`src/rtl/riscv_ctrl_pkg.sv`:
```
// Shared types and constants for the multi-cycle RISC-V control sequencer.
// State encodings are visible on state_dbg, so their values are fixed.
package riscv_ctrl_pkg;

    typedef enum logic [2:0] {
        S_IDLE    = 3'd0,
        S_FETCH   = 3'd1,
        S_DECODE  = 3'd2,
        S_EXECUTE = 3'd3,
        S_MEM     = 3'd4,
        S_WB      = 3'd5,
        S_FAULT   = 3'd6
    } state_t;

    localparam logic [6:0] OP_RTYPE = 7'b0110011;
    localparam logic [6:0] OP_IALU  = 7'b0010011;
    localparam logic [6:0] OP_LOAD  = 7'b0000011;
    localparam logic [6:0] OP_STORE = 7'b0100011;

    localparam logic [1:0] ALUOP_ADD   = 2'b00;
    localparam logic [1:0] ALUOP_FUNCT = 2'b10;

    localparam logic [1:0] FAULT_NONE    = 2'b00;
    localparam logic [1:0] FAULT_ILLEGAL = 2'b01;
    localparam logic [1:0] FAULT_TIMEOUT = 2'b10;

    function automatic logic is_legal_op(input logic [6:0] op);
        return (op == OP_RTYPE) || (op == OP_IALU) ||
               (op == OP_LOAD)  || (op == OP_STORE);
    endfunction

endpackage

```
`src/rtl/mem_wait_timer.sv`:
```
// Counts consecutive not-ready cycles of a memory request and flags expiry.
// MEM_TIMEOUT = 0 turns the timer off so the requester waits forever.
module mem_wait_timer #(
    parameter int MEM_TIMEOUT = 16
) (
    input  logic clk,
    input  logic reset,
    input  logic clear,
    input  logic ready,
    input  logic waiting,
    output logic expired
);

    localparam int CW   = (MEM_TIMEOUT > 2) ? $clog2(MEM_TIMEOUT) : 1;
    localparam int LAST = (MEM_TIMEOUT > 0) ? MEM_TIMEOUT - 1 : 0;

    logic [CW-1:0] wait_cnt;

    // NOTE: sequential state is updated with non-blocking assignments only,
    // so every flop samples pre-edge values regardless of block ordering.
    always_ff @(posedge clk or posedge reset) begin
        if (reset) begin
            wait_cnt <= '0;
        end else if (clear || ready || !waiting) begin
            wait_cnt <= '0;
        end else begin
            wait_cnt <= wait_cnt + 1'b1;
        end
    end

    // A ready in the expiry cycle wins, hence the !ready term.
    assign expired = (MEM_TIMEOUT != 0) && waiting && !ready &&
                     (wait_cnt == CW'(LAST));

endmodule

```
`src/rtl/multicycle_controller.sv`:
```
// Multi-cycle instruction sequencer: FETCH/DECODE/EXECUTE/MEM/WB with a
// memory-ready handshake, wait timeout, retire counter and sticky fault.
module multicycle_controller
    import riscv_ctrl_pkg::*;
#(
    parameter int MEM_TIMEOUT = 16,
    parameter int CNT_W       = 32
) (
    input  logic             clk,
    input  logic             reset,
    input  logic [6:0]       opcode,
    input  logic             mem_ready,
    output logic             imem_req,
    output logic             pc_write,
    output logic             ir_write,
    output logic             reg_write,
    output logic             alu_src,
    output logic [1:0]       alu_op,
    output logic             mem_read,
    output logic             mem_write,
    output logic             mem2reg,
    output logic             mdr_write,
    output logic [CNT_W-1:0] retired,
    output logic             fault,
    output logic [1:0]       fault_code,
    output logic [2:0]       state_dbg
);

    state_t     state, state_next;
    logic [6:0] op_q;
    logic       retire;
    logic       fault_set;
    logic [1:0] fault_kind;
    logic       waiting;
    logic       timer_clear;
    logic       expired;

    assign waiting     = (state == S_FETCH) || (state == S_MEM);
    assign timer_clear = (state_next != state);

    mem_wait_timer #(.MEM_TIMEOUT(MEM_TIMEOUT)) u_timer (
        .clk     (clk),
        .reset   (reset),
        .clear   (timer_clear),
        .ready   (mem_ready),
        .waiting (waiting),
        .expired (expired)
    );

    always_ff @(posedge clk or posedge reset) begin
        if (reset) begin
            state      <= S_IDLE;
            op_q       <= '0;
            retired    <= '0;
            fault_code <= FAULT_NONE;
        end else begin
            state <= state_next;
            if (state == S_DECODE) op_q <= opcode;
            if (retire) retired <= retired + CNT_W'(1);
            if (fault_set) fault_code <= fault_kind;
        end
    end

    // NOTE: every output of this block gets a default first, so no path
    // through the case statement can infer a latch.
    always_comb begin
        state_next = state;
        imem_req   = 1'b0;
        pc_write   = 1'b0;
        ir_write   = 1'b0;
        reg_write  = 1'b0;
        alu_src    = 1'b0;
        alu_op     = ALUOP_ADD;
        mem_read   = 1'b0;
        mem_write  = 1'b0;
        mem2reg    = 1'b0;
        mdr_write  = 1'b0;
        retire     = 1'b0;
        fault_set  = 1'b0;
        fault_kind = FAULT_NONE;

        case (state)
            S_IDLE: state_next = S_FETCH;
            S_FETCH: begin
                imem_req = 1'b1;
                if (mem_ready) begin
                    pc_write   = 1'b1;
                    ir_write   = 1'b1;
                    state_next = S_DECODE;
                end else if (expired) begin
                    fault_set  = 1'b1;
                    fault_kind = FAULT_TIMEOUT;
                    state_next = S_FAULT;
                end
            end
            S_DECODE: begin
                if (is_legal_op(opcode)) begin
                    state_next = S_EXECUTE;
                end else begin
                    fault_set  = 1'b1;
                    fault_kind = FAULT_ILLEGAL;
                    state_next = S_FAULT;
                end
            end
            S_EXECUTE: begin
                case (op_q)
                    OP_RTYPE: begin
                        alu_op     = ALUOP_FUNCT;
                        state_next = S_WB;
                    end
                    OP_IALU: begin
                        alu_src    = 1'b1;
                        alu_op     = ALUOP_FUNCT;
                        state_next = S_WB;
                    end
                    OP_LOAD, OP_STORE: begin
                        alu_src    = 1'b1;
                        state_next = S_MEM;
                    end
                    default: begin
                        fault_set  = 1'b1;
                        fault_kind = FAULT_ILLEGAL;
                        state_next = S_FAULT;
                    end
                endcase
            end
            S_MEM: begin
                // Address path held stable for the whole request.
                alu_src   = 1'b1;
                mem_read  = (op_q == OP_LOAD);
                mem_write = (op_q != OP_LOAD);
                if (mem_ready) begin
                    if (op_q == OP_LOAD) begin
                        mdr_write  = 1'b1;
                        state_next = S_WB;
                    end else begin
                        retire     = 1'b1;
                        state_next = S_FETCH;
                    end
                end else if (expired) begin
                    fault_set  = 1'b1;
                    fault_kind = FAULT_TIMEOUT;
                    state_next = S_FAULT;
                end
            end
            S_WB: begin
                reg_write = 1'b1;
                mem2reg   = (op_q == OP_LOAD);
                if (op_q == OP_RTYPE || op_q == OP_IALU) begin
                    alu_src = (op_q == OP_IALU);
                    alu_op  = ALUOP_FUNCT;
                end
                retire     = 1'b1;
                state_next = S_FETCH;
            end
            S_FAULT: state_next = S_FAULT;
            default: state_next = S_IDLE;
        endcase
    end

    assign fault     = (state == S_FAULT);
    assign state_dbg = state;

endmodule
```
`config.mk`:
```
export PLATFORM = sky130hd
export DESIGN_NAME = multicycle_controller
export DESIGN_NICKNAME = d
export VERILOG_FILES = /design/src/rtl/riscv_ctrl_pkg.sv /design/src/rtl/mem_wait_timer.sv /design/src/rtl/multicycle_controller.sv
export SDC_FILE = /design/constraint.sdc
export NUM_CORES = 1
export LEC_CHECK = 0
export BUFFER_PORTS_ARGS = -buffer_cell sky130_fd_sc_hd__buf_2
export CAP_MARGIN = 20
export CORE_MARGIN = 1
export CORE_UTILIZATION = 40
export DETAILED_ROUTE_END_ITERATION = 10
export PLACE_DENSITY_LB_ADDON = 0.08
export SETUP_SLACK_MARGIN = 0.15
export SYNTH_ARGS = -nofsm -noshare
export SYNTH_HDL_FRONTEND = slang
export SYNTH_SLANG_ARGS = --single-unit
```
`constraint.sdc`:
```
create_clock -name clk -period 3.1 [get_ports clk]
set_clock_uncertainty 0.2 [all_clocks]
set_input_delay 0.62 -clock clk [delete_from_list [all_inputs] [get_ports clk]]
set_output_delay 0.62 -clock clk [all_outputs]
set_load 0.03 [all_outputs]
```
==> impl_results.md, run 1 <==
- Run status: completed
- Pins over their slew limit: 0
- Number of hold buffers added after cts: 0
- Rows: 27
- Final Power: 1.981 mW
- Yosys Warn Count: 0
- Nature of the critical path endpoint: primary output
- Sequential share of the synthesized area: 0.5098
- Post-synth EDFFs: 0
- Top cell type's share of synthesized area: 0.5098
- Final core occ: 0.5000
- Final hold vios: 0
- Int Pwr: approximately 1.2 mW
- Lkg Pwr: 1.328 nW
- Max-slew headroom: 0.5228
- Via count: roughly 1,800
- Clk pin slew, worst setup/hold paths: 0.08 ns
- Placed instance area: between 2000 and 3000 µm²
- Seq cells post-synth: 48
- Clock group share of total power: 0.190
- Ys flop type: dfrtp_1
- Multi-input combinational cell area: 1100 µm²
- Die Y: 78.75 µm
- CTS Sinks: 48
- Min-Delay Path Class: primary input to asynchronous set/reset pin
- Gr ovfl total: 0
- Skew-Pair Late Insertion Delay: slightly below 0.3 ns
- FF/Latch Area: approximately 1200 µm²
- Post-synthesis simple-gate area fraction: 0.2331
- Mapped Nets: 229
- DR WL/cell: 14.12 µm
- Gate Count Post-Synth: 217
- Initial antenna violation count: 0
- H-tree lvl count: 2
- RSZ-0062 raised after global routing: no
- Multiplexer share of the synthesized area: 0.03824
- Crit-path max FO: 6
- Setup tns final: 0 ns
- TritonRoute pass-1 iters: 4
- Type of origin of the critical path: flop
- IO Count: roughly 60
- Mapped cell area: about 2400 µm²
- # setup viols final: 0
- Peak supply drop: 698.4 µV
- Placer Congestion: 0.7834
- Placed wire-length estimate: around 3600 µm
- Worst EP arrival: 2.03 ns
- Synth Area in XOR/XNOR: 0.1264
- Power Density: 706.6 nW/µm²
- Post-Synth Adder-Cell Area: 0.01062
- Post_cts resized: 0
- Die extent in x: 78.75 µm
- Die area: 6201 µm²
- WL final: 4956 µm
- Sequential power share: 0.459
- Area leader, netlist: dfrtp_1
- Cts bufs inserted: 5
- Initial DRC count: 48
- Most frequent cells in the layout: buf_2 (57), dfrtp_1 (48), xnor2_1 (30)
- ANT nets after route: 0
- Max-cap viol count: 0
- Pin count of the biggest net entering global routing: 27
- Layout cells sized above 1: 0.3082
- Tmin final: 2.849 ns
- Required @ worst endpoint: 2.28 ns
- DR vias/cell: 5.214
- PortBufs: 57
- Top cells by area, synth: dfrtp_1 (51%), xnor2_1 (11%), nand4_1 (4.5%)
- Post-synth cell types: 43
- P&R area growth vs syn: 19.01%
- # Post-CTS Setup Buffers: 0
- Max Root-Sink Buffers: 2
- Avg Inst Size Synth: 10.86 µm²
- Synth Area in Compound Gates: 0.05470
- Commonest non-fill, non-tap cell in the layout: buf_2
- Initial Util: 0.4201
- Via count of the first global-routing pass: 1,709
- WS Path Type: flop to primary output
- Final nets: a little under 300
- Post-synthesis async set-or-reset flop share: 1.000
- Fmax: 351.0 MHz
- Diode count: 0
- Psw: around 0.8 mW
- CTS tree: done
- Core area: 5608 µm²
- Post-layout instance area: 2804 µm²
- Switch share: 0.3998
- Fillcell total: 541
- First-pass GRT wire length: 8328 µm
- Worst-margin pin slew: 0.7093 ns
- Combinational share of power: 0.351
- Final period utilization: 0.9191
- GRT Overall Usage: 0.1717
- CTS root buf: clkbuf_8
- DRC errors left: 0
- Main combinational cell family by area after synthesis: simple AND/OR/NAND/NOR gates
## final timing paths
path                       slack (ns)  cells after the start                     startpoint                       endpoint
max                              0.25                      5            op_q[4]$_DFFE_PP0N_                      mdr_write
min                              0.16                      2                          reset      fault_code[0]$_DFFE_PP0P_
max reg2reg                      0.81                      5         state_dbg[2]$_DFF_PP0_        retired[10]$_DFFE_PP0P_
min reg2reg                      0.27                      1  u_timer.wait_cnt[0]$_DFF_PP0_  u_timer.wait_cnt[0]$_DFF_PP0_
max in group asynchronous        1.96                      3                          reset            op_q[1]$_DFFE_PP0N_
min in group clk                 0.27                      1  u_timer.wait_cnt[0]$_DFF_PP0_  u_timer.wait_cnt[0]$_DFF_PP0_
## Yosys cell counts (3+ instances only)
cell type	instances
and2_1	4
nand2b_1	3
nand3_1	14
nor3_1	4
a21oi_1	4
xnor2_1	30
nor2_1	13
and3_1	6
mux2_2	8
xor2_1	4
inv_1	4
dfrtp_1	48
nand2_1	20
nand4_1	17
nor4_1	3
## sequential cells by signal, indices dropped and copies added (netlist names)
name              flops
op_q                  7
retired              32
fault_code            2
u_timer.wait_cnt      4
state_dbg             3
## cells by family after synthesis
family,Yosys count
muxes,8
AOI/OAI and AO/OA,16
xor gates and xnor gates,34
DFF,48
other,1
buffers and inverters,10
and+or+nand+nor,98
adders and majority gates,2
## cell type report
| class | count | share of cell area |
|---|---|---|
| inverters | 4 | 0.005355 |
| multi-input cells | 159 | 0.3922 |
| flip-flops and latches | 48 | 0.4284 |
| repair buffers | 60 | 0.1098 |
| clock buffers | 8 | 0.03213 |
| well taps | 72 | 0.03213 |
## routing by layer
metal / vias up / part of all wire / GRT usage
li1: 885 / - / -
met1: 898 / 0.51 / 0.2509
met2: 42 / 0.45 / 0.2513
met3: 5 / 0.036 / 0.03563
met4: 0 / 0.0087 / 0.05926
met5: - / 0 / 0
## worst max-delay path: stages (launching register included)
cell	delay, ns
dfrtp_1	0.44
or4_4	0.56
or2_2	0.31
nor3_2	0.12
and2_1	0.13
buf_2	0.18
## power by group through the flow
stage | Clock [mW] | Sequential [mW] | Combinational (mW)
floorplan | 0 | 0.967 | 0.479
CTS | 0.400 | 0.909 | 0.705
finish | 0.376 | 0.909 | 0.696
global route | 0.419 | 0.934 | 0.758
global placement | 0 | 0.918 | 0.700
detailed placement | 0 | 0.922 | 0.703
## stage by stage
step,setup WS (ns),cells,hold WS (ns)
after floorplan,0.2341,217,0.2314
after global placement,0.5840,343,0.2562
after detailed placement,0.5637,343,0.2592
after CTS,0.2297,351,0.1791
after global routing,0.1760,351,0.2151
final,0.2508,351,0.1646
Note: power is estimated with default switching activity, not from simulation.
==> run 2: changes to the inputs <==
CORE_UTILIZATION = 50   (was 40)
==> run 2 against run 1 <==
- the flow now finishes with violations (DRC)
- sequential share of layout area is 0.35 points higher
- routed wire length is 7.1% lower
- sequential power hardly changed
- design area is 0.80% lower
- fmax is 1.2% higher
- total power is 1.0% lower
- global-route usage is 3.1 points higher
- register-to-register slack hardly changed
- non-clock buffer count is 2 higher
==> impl_results.md, run 2 (synthesis gave the netlist of run 1 again) <==
- Rows: 24
- Cts bufs inserted: 5
- Run status: complete, but fails checks
- DR vias/cell: 5.464
- Type of origin of the critical path: flop
- Required @ worst endpoint: 2.28 ns
- Initial DRC count: 98
- Commonest non-fill, non-tap cell in the layout: buf_2
- Die Y: 70.65 µm
- Max-slew headroom: 0.5018
- DRC errors left: 6
- Multi-input combinational cell area: 1100 µm²
- Worst EP arrival: 2.00 ns
- Psw: 0.7851 mW
- FF/Latch Area: between 1000 and 1500 µm²
- Initial antenna violation count: 0
- Reg with most FFs: retired
- WL final: ~4600 µm
- Switch share: 0.4004
- Via count: approximately 1,800
- Final period utilization: 0.9084
- CTS Sinks: 48
- Nature of the critical path endpoint: primary output
- Fillcell total: roughly 400
- Crit-path max FO: 4
- RSZ-0062 raised after global routing: no
- Hold slack: 0.2183 ns
- Failing checks: DRC
- Final hold vios: 0
- PortBufs: 57
- GRT Overall Usage: 0.2023
- Final Power: ~2 mW
- Initial Util: 0.5301
- TritonRoute pass-1 iters: 9
- Max reg flops: 32
- WS Path Type: flop to primary output
- CTS tree: done
- Placer Congestion: 0.8341
- Core area: 4444 µm²
- CTS root buf: clkbuf_8
- Final WS setup: approximately 0.28 ns
- Int Pwr: 1.176 mW
- Via count of the first global-routing pass: 1,634
- IO Count: 59
- Die extent in x: 70.65 µm
- DR WL/cell: 13.87 µm
- Die area: around 5000 µm²
- ANT nets after route: 0
- Fmax: 355.1 MHz
- Number of hold buffers added after cts: 0
- Most frequent cells in the layout: buf_2 (57), dfrtp_1 (48), xnor2_1 (30)
- Diode count: 0
- Sequential power share: 0.462
- Clk pin slew, worst setup/hold paths: 0.08 ns
- P&R area growth vs syn: 18.06%
- Clock group share of total power: 0.174
- H-tree lvl count: 2
- Non-Filler Instances: 332
- Inst Count DP: 323
- Combinational share of power: 0.365
- Peak supply drop: 341.5 µV
- Worst-margin pin slew: 0.7404 ns
- Placed wire-length estimate: ~3400 µm
- Post_cts resized: 0
- Final nets: approximately 300
- Setup tns final: 0 ns
- Power Density: a little over 700 nW/µm²
- Pre-CTS WS: 0.5664 ns
- Skew-Pair Late Insertion Delay: around 0.29 ns
- Lkg Pwr: 1.333 nW
- Max Root-Sink Buffers: 2
- Pin count of the biggest net entering global routing: 33
- Max-cap viol count: 0
- Tmin final: ~2.8 ns
- First-pass GRT wire length: 7962 µm
- Pins over their slew limit: 0
- # setup viols final: 0
- Min-Delay Path Class: primary input to asynchronous set/reset pin
- Layout cells sized above 1: 0.3143
- Top Registers: retired x32, op_q x7, u_timer.wait_cnt x4
- Gr ovfl total: 0
[run 2: what timing repair did]
item / in CTS / in global routing
endpoints found under the setup margin: 0 / 1
setup buffers: 0 / 2
hold endpoints to repair: 0 / 0
[run 2: layout make-up]
class | count | share of cell area
multi-input cells | 159 | 0.3954
well taps | 52 | 0.02339
flip-flops and latches | 48 | 0.4318
inverters | 4 | 0.005398
repair buffers | 62 | 0.1161
clock inverters | 1 | 0.001799
clock buffers | 6 | 0.02609
[run 2: final timing paths]
| check | start | endpoint | slack, ns | depth (start not counted) |
|---|---|---|---|---|
| min in group clk | retired[31]$_DFFE_PP0P_ | retired[31]$_DFFE_PP0P_ | 0.26 | 1 |
| hold / removal | reset | retired[27]$_DFFE_PP0P_ | 0.22 | 2 |
| max in group asynchronous | reset | retired[19]$_DFFE_PP0P_ | 1.89 | 3 |
| setup / recovery | op_q[4]$_DFFE_PP0N_ | mdr_write | 0.28 | 5 |
| setup reg to reg | state_dbg[2]$_DFF_PP0_ | retired[10]$_DFFE_PP0P_ | 0.81 | 5 |
| hold reg to reg | retired[31]$_DFFE_PP0P_ | retired[31]$_DFFE_PP0P_ | 0.26 | 1 |
[run 2: metrics by stage]
step                instance area (µm²)  utilization
global route                       2781       0.6258
finish                             2781       0.6258
CTS                                2766       0.6225
floorplan                          2361            -
detailed placement                 2689       0.6050
global placement                   2689       0.6050
[run 2: critical path, stage by stage (launching register included)]
cell and delay (ns):
dfrtp_1 0.41, or4_4 0.55, or2_2 0.31, nor3_2 0.11, and2_1 0.14, buf_2 0.19
[run 2: metal layers]
metal	track usage	up-vias	share of wire
met5	0	-	0
met4	0.06667	0	0.012
met3	0.02991	7	0.046
met2	0.3020	50	0.45
met1	0.3057	871	0.49
li1	-	886	-
[run 2: power groups by stage]
stage	registers, mW	logic (mW)	clock network (mW)
2_1_floorplan	0.967	0.479	0
3_3_place_gp	0.917	0.694	0
3_5_place_dp	0.919	0.697	0
4_1_cts	0.908	0.698	0.358
5_1_grt	0.930	0.776	0.377
6_report	0.906	0.715	0.340
